<file path="src/rtl/sid_stream.sv">
`timescale 1ns/1ps
`default_nettype none
// ============================================================================
// Module   : sid_stream
// Purpose  : Streams a programmable ID byte string to the UART TX register
//            over the rib write path, one byte per bus handshake.
// Option   : SID_STREAM_CRLF_EN appends a CR/LF trailer to non-empty strings.
// Revision : 1.0 - initial release
// ============================================================================
module sid_stream #(
  parameter int          DEPTH   = 16,
  parameter int          LEN_W   = 5,
  parameter int          GAP     = 0,
  parameter logic [31:0] TX_ADDR = 32'h3000_000C
) (
  input  logic                     clk,
  input  logic                     rst,
  input  logic                     start_i,
  input  logic [LEN_W-1:0]         len_i,
  input  logic                     cfg_we_i,
  input  logic [$clog2(DEPTH)-1:0] cfg_idx_i,
  input  logic [7:0]               cfg_data_i,
  output logic                     busy_o,
  output logic                     ready_o,
  output logic                     wr_req_o,
  output logic [31:0]              wr_addr_o,
  output logic [31:0]              wr_data_o,
  input  logic                     wr_ack_i
);

  localparam int C_IDXW = $clog2(DEPTH);
  localparam int C_IW   = LEN_W + 1;
  localparam int C_GW   = (GAP > 1) ? $clog2(GAP) : 1;
`ifdef SID_STREAM_CRLF_EN
  localparam int C_TRL  = 2;
`else
  localparam int C_TRL  = 0;
`endif
  localparam logic [79:0] C_ID = "2023310655";

  localparam logic [1:0] S_IDLE = 2'd0;
  localparam logic [1:0] S_SEND = 2'd1;
  localparam logic [1:0] S_GAP  = 2'd2;
  localparam logic [1:0] S_DONE = 2'd3;

  logic [1:0]      r_state;
  logic [1:0]      w_next;
  logic [C_IW-1:0] r_idx;
  logic [C_IW-1:0] r_n;
  logic [C_GW-1:0] r_gap;
  logic [7:0]      r_tab [DEPTH];
  logic [C_IW-1:0] w_len_clip;
  logic [C_IW-1:0] w_total;
  logic            w_last;
  logic            w_gap_done;
  logic [7:0]      w_byte;

  // Entries past the 10-character ID shift out to zero.
  function automatic logic [7:0] f_init(input int i);
    logic [79:0] v;
    v = C_ID << (8 * i);
    return v[79:72];
  endfunction

  assign w_len_clip = (32'(len_i) > DEPTH) ? C_IW'(DEPTH) : C_IW'(len_i);
  assign w_total    = r_n + C_IW'(C_TRL);
  assign w_last     = (r_idx + C_IW'(1)) == w_total;
  assign w_gap_done = (32'(r_gap) + 32'd1) == GAP;

  always_ff @(posedge clk or negedge rst) begin
    if (!rst) r_state <= S_IDLE;
    else      r_state <= w_next;
  end

  always_comb begin
    w_next = r_state;
    case (r_state)
      S_IDLE: if (start_i) w_next = (len_i == '0) ? S_DONE : S_SEND;
      S_SEND: begin
        if (wr_ack_i) begin
          if (w_last)       w_next = S_DONE;
          else if (GAP > 0) w_next = S_GAP;
          else              w_next = S_SEND;
        end
      end
      S_GAP:   if (w_gap_done) w_next = S_SEND;
      S_DONE:  w_next = S_IDLE;
      default: w_next = S_IDLE;
    endcase
  end

  // The table only accepts writes in IDLE so a running transfer sees a frozen string.
  always_ff @(posedge clk or negedge rst) begin
    if (!rst) begin
      r_idx <= '0;
      r_n   <= '0;
      r_gap <= '0;
      for (int i = 0; i < DEPTH; i++) r_tab[i] <= f_init(i);
    end else begin
      case (r_state)
        S_IDLE: begin
          if (cfg_we_i && (32'(cfg_idx_i) < DEPTH)) r_tab[cfg_idx_i] <= cfg_data_i;
          if (start_i) begin
            r_n   <= w_len_clip;
            r_idx <= '0;
            r_gap <= '0;
          end
        end
        S_SEND: begin
          if (wr_ack_i) begin
            r_idx <= r_idx + C_IW'(1);
            r_gap <= '0;
          end
        end
        S_GAP:   r_gap <= r_gap + C_GW'(1);
        default: ;
      endcase
    end
  end

  always_comb begin
    w_byte = r_tab[r_idx[C_IDXW-1:0]];
`ifdef SID_STREAM_CRLF_EN
    if (r_idx == r_n)                    w_byte = 8'h0D;
    else if (r_idx == (r_n + C_IW'(1))) w_byte = 8'h0A;
`endif
  end

  always_comb begin
    busy_o    = (r_state != S_IDLE);
    ready_o   = (r_state == S_DONE);
    wr_req_o  = (r_state == S_SEND);
    wr_addr_o = wr_req_o ? TX_ADDR : 32'h0;
    wr_data_o = wr_req_o ? {24'h0, w_byte} : 32'h0;
  end

endmodule
`default_nettype wire
</file>
<file path="config.mk">
export PLATFORM = sky130hd
export DESIGN_NAME = sid_stream
export DESIGN_NICKNAME = d
export VERILOG_FILES = /design/src/rtl/sid_stream.sv
export SDC_FILE = /design/constraint.sdc
export NUM_CORES = 1
export LEC_CHECK = 0
export ABC_AREA = 1
export BUFFER_PORTS_ARGS = -buffer_cell sky130_fd_sc_hd__buf_2
export CAP_MARGIN = 20
export CORE_MARGIN = 3
export CORE_UTILIZATION = 35
export CTS_CLUSTER_SIZE = 14
export DETAILED_ROUTE_END_ITERATION = 7
export SLEW_MARGIN = 30
export SYNTH_ARGS = -nofsm -noshare
export SYNTH_HDL_FRONTEND = slang
export SYNTH_SLANG_ARGS = --single-unit
</file>
<file path="constraint.sdc">
create_clock -name clk -period 1.4 [get_ports clk]
set_input_delay 0.07 -clock clk [delete_from_list [all_inputs] [get_ports clk]]
set_output_delay 0.07 -clock clk [all_outputs]
set_load 0.01 [all_outputs]
</file>
# Word level (Yosys, flattened, before mapping)
# Cells that the tools add are included.
[totals]
out_inout_bits = 67
inputBits = 22
word_cells = 69
register_bits = 143
[classes]
order_cmp = 4
n_eq_ne = 7
reduce_logical = 12
addsub = 3
mux = 21
bitwise = 2
[op_table]
columns = ["operator", "n"]
rows = [
  ["bitwise mux 128 bit", 1],
  ["binary-select mux 8 bit (select 4 bit)", 1],
  ["demux 8 bit (select 4 bit)", 1],
  ["zero test 32 bit", 1],
  ["two-way mux 8 bit", 4],
  ["two-way mux 30 bit", 1],
  ["two-way mux 6 bit", 2],
  ["one-hot mux 6 bit (2 select lines)", 1],
  [">= comparator 5 bit, second input constant", 2],
  ["two-way mux 2 bit", 5],
  ["inverter 4 -> 5 bit", 2],
  ["AND reduction 3 bit", 3],
  ["one-hot mux 2 bit (4 select lines)", 1],
  ["adder 6 x 1 -> 6 bit, second input constant", 1],
  ["equality test 6 bit", 1],
  ["greater-than comparator 5 bit, second input constant", 1],
  ["zero test 5 bit", 1],
  ["less-than comparator 5 x 1 -> 1 bit, second input constant", 1],
  ["two-way mux 5 bit", 1],
  ["equality test 2 bit, second input constant", 2],
  ["inequality test 2 bit, second input constant", 2],
  ["AND reduction 2 bit", 2],
  ["nonzero test 2 bit", 2],
  ["one-hot mux 1 bit (3 select lines)", 1],
  ["8 further kinds", 9],
]

# Longest topological paths before layout
# Gate-level depths: netlist (run 1).
[depth]
word_depth = 6
ltp_mapped = 12
depth_no_buf = 12

# Worst setup path after synthesis (run 1)
# No wires, ideal clock.
[synth_path]
path_kind = "reg-to-output"
from = "register r_idx[0]"
to = "output wr_data_o[0]"
required_ns = 1.330
slack_ns = -0.207
path_buffers = 3
arrival_ns = 1.537
stages_incl_launch_ff = 9
path_cell_list = "dfrtp_1 clkbuf_1 inv_1 buf_2 clkbuf_1 nor2_1 o211ai_1 nand3_1 a21oi_1"
[synth_between]
elab_chain_cells = 5
[synth_lines]
columns = ["element", "line_no", "rtl"]
rows = [
  ["from (decl)", "48", "logic [C_IW-1:0] r_idx;"],
  ["from (signal assigned)", "111", "r_idx <= r_idx + C_IW'(1);"],
  ["inverter 4 -> 5 bit (not written as such)", "122", "w_byte = r_tab[r_idx[C_IDXW-1:0]];"],
  ["binary-select mux 8 bit (select 4 bit)", "122", ""],
  ["two-way mux 8 bit (not written as such) (2 in series)", "122", ""],
  ["two-way mux 8 bit", "134", "wr_data_o = wr_req_o ? {24'h0, w_byte} : 32'h0;"],
  ["to (decl)", "27", "output logic [31:0] wr_data_o,"],
]
# No other way between the ends. The select of a mux whose other input is x is not followed.

# Worst setup path in the final report (run 1)
[layout_path]
from = "register r_idx[0]"
to = "output wr_data_o[2]"
# Same word-level chain as after synthesis.

==> results.toml, run 1 <==
[status]
status = "complete, but fails checks"
violations = "setup timing"

[cells_and_area]
drive_above_1_share = 0.452
syn2layout_area_growth_pct = 48.4
fin_util = 0.538
layoutNonFillerInstCount = 1244
n_antenna_cell = 0
final_common_cell = "dfrtp_1"
final_cell_mix = "dfrtp_1, nor2_1, nand2_2"
nets = 994

[synth]
yosys.area_share.simple = 0.184
ys.warnings.count = 0
syn_inst = 847
synth_xor_xnor_area_share = 0.00127
synth_adder_area_share = 0.00181
yosys.cell_types.count = 22
yosysSeqAreaShare = 0.516
synthMuxAreaShare = 0
synth_top_family_by_area = "compound AO/OA/AOI/OAI gates"
synth_compound_area_frac = 0.190
syn-mean-instance-area_sq_um = 8.17
synth_seq_cells = 141
synth_area_sq_um = 6920

[floorplan]
io-pin-count = 89
coreArea_sq_um = 19100
start_util = 0.363
die-area_sq_um = 21500
dieHeight_um = 147
die_w_um = 147
rows = 50

[clock_network]
clk_latency_ns = 0.43
ctsLongestPathBuffers = 2
numCtsBuffers = 17
cts.sinks = 141
cts_tree = "built"
clkTransAtPathRegs_ns = 0.06
clock_tree.root_cell = "clkbuf_16"
htree_levels = 4

[grt]
grt_max_degree = 46
grt_pass1_vias = 5833
grt-ovfl-total = 0
antenna_found_initial = 0
grt_usage = 0.191
grt_pass1_wl_mm = 32.4

[critical_path]
start_kind = "register"
cp.arrival_ns = 2.06
worstSetupPathType = "register to output port"
cp.required_ns = 1.33
r2r-end = "r_tab[118]$_DFFE_PN0P_"
path_cells = "buf_12 > inv_8 > buf_12 > nor2_1 > o211ai_1 > nand3_1 > a21oi_1 > buf_2"
crit_family = "buffers and inverters"
critical_path.most_common_cell = "buf_12"
max_stage_delay_ns = 0.41
critPathSlowestCell = "dfrtp_2"
critPathMaxFanout = 10
critPathBufInv = 4
reg2reg_depth = 10
r2r_setup_slack_ns = -0.42
r2r_start = "r_state[1]$_DFFE_PN0P_"
cp-end-kind = "output port"

[sta]
finalSetupViolations = 149
skew_ns = 0.00419
fin_crit_sh = 1.52
tightestPinTransition_ns = 0.811
min_period_ns = 2.13
finalWorstSetupSlack_ns = -0.728
max_freq_ghz = 0.470
rsz0062_at_grt = "yes"
slew_viol_final = 0
tns_ns = -46.17
hold_violations = 0
slew_headroom = 0.459

[drt]
detail_route.wl_per_cell_um = 18.6
drc = 0
antenna_left = 0
first_pass_iters = 5
vias_per_cell = 5.21
first_iter_violations = 601
vias = 6476
wl_mm = 23.2

[place]
port_buffers = 36
dp_cells = 1160
dpl_worst_slack_ns = -0.303
dp_hpwl_mm = 12.8
place_congestion = 0.854

[power_and_ir_drop]
powerDensity_nw_per_um2 = 1900
peakVddDrop_v = 0.000986
p_leak_nw = 4.56
p_total_mw = 19.5

[hold_path]
hold_class = "input pin to async pin"

[flow_run]
drv_cap = 0
==> stage by stage <==
stage                     instance area, sq um  hold slack [ns]
final                                    10300           0.0654
after global routing                     10300           0.0658
after CTS                                 8860          0.00637
after detailed placement                  7730          -0.0528
after global placement                    7730          -0.0519
after floorplan                           7220           -0.226
==> final cells by class <==
type	instances	area, sq um
Fill cell	1618	8810
Multi-Input combinational cell	619	3800
Sequential cell	141	3570
Timing Repair Buffer	160	1790
Clock buffer	21	460
Tap cell	260	325
Clock inverter	11	189
Inverter	32	140
==> synth_stat cells, drive strengths merged <==
master | number | share of area
dfrtp | 108 | 0.39
nand2 | 171 | 0.093
xnor2 | 1 | 0.0013
clkbuf | 42 | 0.023
nor2 | 107 | 0.058
a21oi | 10 | 0.0072
dfstp | 33 | 0.13
clkinv | 1 | 0.00054
o211ai | 32 | 0.035
o22ai | 3 | 0.0027
nand4 | 9 | 0.0081
o21ai | 201 | 0.15
buf | 64 | 0.067
nand3 | 27 | 0.020
conb | 1 | 0.00054
ha | 1 | 0.0018
inv | 31 | 0.017
nor3 | 5 | 0.0051
==> worst max-delay path by stage <==
stage | startpoint | end | slack [ns] | depth (start not counted)
2_1_floorplan | r_state[1]$_DFFE_PN0P_ | r_tab[38]$_DFFE_PN0P_ | -0.08 | 7
3_3_place_gp | r_idx[0]$_DFFE_PN0P_ | r_state[1]$_DFFE_PN0P_ | -0.27 | 11
3_5_place_dp | r_idx[0]$_DFFE_PN0P_ | r_state[1]$_DFFE_PN0P_ | -0.30 | 11
4_1_cts | r_idx[0]$_DFFE_PN0P_ | wr_data_o[6] | -0.68 | 9
5_1_grt | r_idx[1]$_DFFE_PN0P_ | wr_data_o[7] | -0.80 | 8
6_report | r_idx[0]$_DFFE_PN0P_ | wr_data_o[2] | -0.73 | 8
==> sequential cells by signal, indices dropped and copies added (netlist names) <==
signal / flops
r_n: 5
r_idx: 6
r_state: 2
r_tab: 128
==> logic make-up after synthesis <==
family / after synthesis
and+or+nand+nor: 319
AOI/OAI and AO/OA: 246
DFF: 141
buffers and inverters: 138
xor gates and xnor gates: 1
adders and majority gates: 1
other: 1
==> worst register-to-register path: cells and delay by family, from the launching register on <==
family | cells | cell delay, ns
buf+inv | 5 | 0.69
simple gates | 4 | 0.50
flops | 1 | 0.42
compound gates | 1 | 0.07
==> power by group <==
| part | switching (mW) | internal, mW |
|---|---|---|
| clock | 1.75 | 3.25 |
| sequential | 0.700 | 5.06 |
| combinational | 4.64 | 4.07 |
| total | 7.09 | 12.4 |
==> what timing repair did <==
action | 4_1_cts | 5_1_grt
pin swaps | 11 | 38
setup endpoints to repair | 122 | 154
setup buffers | 13 | 21
hold buffers | 7 | 0
cloned | 6 | 12
resized for setup | 139 | 363
endpoints found under the hold margin | 121 | 0
==> layer usage <==
| metal | global-route usage | vias to the layer above | share of wire |
|---|---|---|---|
| met2 | 0.292 | 243 | 0.48 |
| met3 | 0.0481 | 34 | 0.066 |
| li1 | - | 2996 | - |
| met5 | 0 | - | 0 |
| met1 | 0.272 | 3203 | 0.43 |
| met4 | 0.0494 | 0 | 0.020 |
No activity file was read; power rests on OpenSTA's default activity.
==> run 2: changes to the inputs <==
REMOVE_ABC_BUFFERS = 1   (was unset)
==> run 2 against run 1 <==
The run still ends with setup timing left. Clock power is 1% higher. Count of clock-buffer cells in the layout is 3 higher. Register-to-register slack worse by 0.03 ns. Flip-flop and latch count stayed put. Setup slack worse by 0.017 ns. Via count is 0.82% lower. Largest cell class unchanged. Highest routed layer unchanged.
==> results.toml, run 2 (synthesis gave the netlist of run 1 again) <==
[sta]
finalWorstSetupSlack_ns = -0.745
fin_crit_sh = 1.53
min_period_ns = 2.14
tns_ns = -38.81
hold_slack_ns = 0.0458
slew_headroom = 0.536
tightestPinTransition_ns = 0.695
slew_viol_final = 0
max_freq_ghz = 0.466
skew_ns = 0.00644
rsz0062_at_grt = "yes"
finalSetupViolations = 149
hold_violations = 0

[cells_and_area]
n_antenna_cell = 0
final_cell_mix = "dfrtp_1, nor2_1, o21ai_1"
final_common_cell = "dfrtp_1"
syn2layout_area_growth_pct = 43.6
post-route-cell-area_sq_um = 9940
layoutNonFillerInstCount = 1224
drive_above_1_share = 0.395
largestRegisters = "r_tab: 128 flops, r_idx: 6 flops, r_n: 5 flops"
largest-register = "r_tab"
nets = 974
fin_util = 0.521
largest_reg_flops = 128

[critical_path]
r2r-end = "r_state[1]$_DFFE_PN0P_"
r2r_setup_slack_ns = -0.45
r2r_start = "r_idx[0]$_DFFE_PN0P_"
crit_start = "r_idx[0]$_DFFE_PN0P_"
critPathMaxFanout = 15
worstSetupPathType = "register to output port"
start_kind = "register"
cp.arrival_ns = 2.07
cp.required_ns = 1.33
cp-end-kind = "output port"
reg2reg_depth = 11
endpoint = "wr_data_o[0]"

[floorplan]
die-area_sq_um = 21500
io-pin-count = 89
die_w_um = 147
rows = 50
dieHeight_um = 147
coreArea_sq_um = 19100
start_util = 0.363

[clock_network]
clock_tree.root_cell = "clkbuf_16"
htree_levels = 4
clk_latency_ns = 0.42
numCtsBuffers = 17
cts.sinks = 141
cts_tree = "built"
ctsLongestPathBuffers = 2
clkTransAtPathRegs_ns = 0.06

[drt]
first_pass_iters = 5
detail_route.wl_per_cell_um = 17.8
wl_mm = 21.8
first_iter_violations = 486
antenna_left = 0
vias = 6423
vias_per_cell = 5.25
drc = 0

[power_and_ir_drop]
p_sw_frac = 0.360
p_leak_nw = 4.36
intPower_mw = 12.4
p_comb_frac = 0.440
powerDensity_nw_per_um2 = 1940
switchingPower_mw = 6.95
peakVddDrop_v = 0.00100
p_clk_frac = 0.262
seq_power_share = 0.298
p_total_mw = 19.3

[place]
dp_cells = 1156
dp_hpwl_mm = 12.3
port_buffers = 36
place_congestion = 0.824
placed_cell_area_sq_um = 7700
dpl_worst_slack_ns = -0.369

[grt]
grt-ovfl-total = 0
antenna_found_initial = 0
grt_pass1_vias = 5868
grt_max_degree = 40
grt_pass1_wl_mm = 31.7
grt_usage = 0.184

[status]
status = "complete, but fails checks"
violations = "setup timing"

[hold_path]
hold_class = "input pin to register"

[flow_run]
drv_cap = 0
==> run 2: changes by cell type in the layout (fill, tap and decap cells not counted), moves of 4 or more <==
| cell | change |
|---|---|
| buf_2 | -5 |
| buf_4 | -5 |
| buf_6 | -5 |
| buf_8 | -5 |
| clkbuf_16 | -4 |
| clkbuf_8 | +5 |
| nand2_1 | +28 |
| nand2_2 | -15 |
| nand2_4 | -13 |
| o21ai_0 | -5 |
| o21ai_1 | +22 |
| o21ai_2 | -18 |
==> run 2: per-layer routing <==
layer  track usage  share of wire  up-vias
met5             0              0        -
met4        0.0644          0.038        0
met3        0.0270          0.045       55
met2         0.297           0.50      248
met1         0.254           0.42     3156
li1              -              -     2964
==> run 2: how the worst min path moves through the flow <==
stage	depth (start not counted)	from	endpoint
after floorplan	0	rst	r_idx[0]$_DFFE_PN0P_
after global placement	1	rst	r_tab[27]$_DFFE_PN0P_
after detailed placement	1	rst	r_tab[87]$_DFFE_PN0P_
after CTS	6	len_i[4]	r_state[1]$_DFFE_PN0P_
after global routing	5	len_i[4]	r_n[0]$_DFFE_PN0P_
final	5	len_i[4]	r_n[0]$_DFFE_PN0P_
==> run 2: area by class of cell <==
class                   count  area (sq um)
clock inverters             8           151
flip-flops and latches    141          3570
inverters                  32           148
multi-input cells         619          3610
repair buffers            140          1610
well taps                 260           325
fillers                  1714          9140
clock buffers              24           522
==> run 2: timing repair <==
action | 4_1_cts | 5_1_grt
pin swaps | 24 | 26
resized for setup | 139 | 314
buffers inserted | 10 | 6
cloned | 4 | 10
setup endpoints to repair | 146 | 154
hold buffers | 7 | 0
endpoints found under the hold margin | 116 | 0
==> run 2: critical path: stages (launching register included) <==
cell,delay (ns)
dfrtp_2,0.45
buf_8,0.18
buf_4,0.12
nor2_1,0.03
nor2_1,0.09
o21ai_0,0.13
o211ai_1,0.15
nand3_1,0.13
a21oi_2,0.21
buf_2,0.16
==> run 2: power by group through the flow <==
stage | logic [mW] | clock network (mW) | registers (mW)
finish | 8.50 | 5.06 | 5.76
global route | 9.27 | 5.32 | 5.84
CTS | 7.52 | 5.10 | 5.56
detailed placement | 6.37 | 0 | 5.57
global placement | 6.29 | 0 | 5.58
floorplan | 3.19 | 0 | 5.77
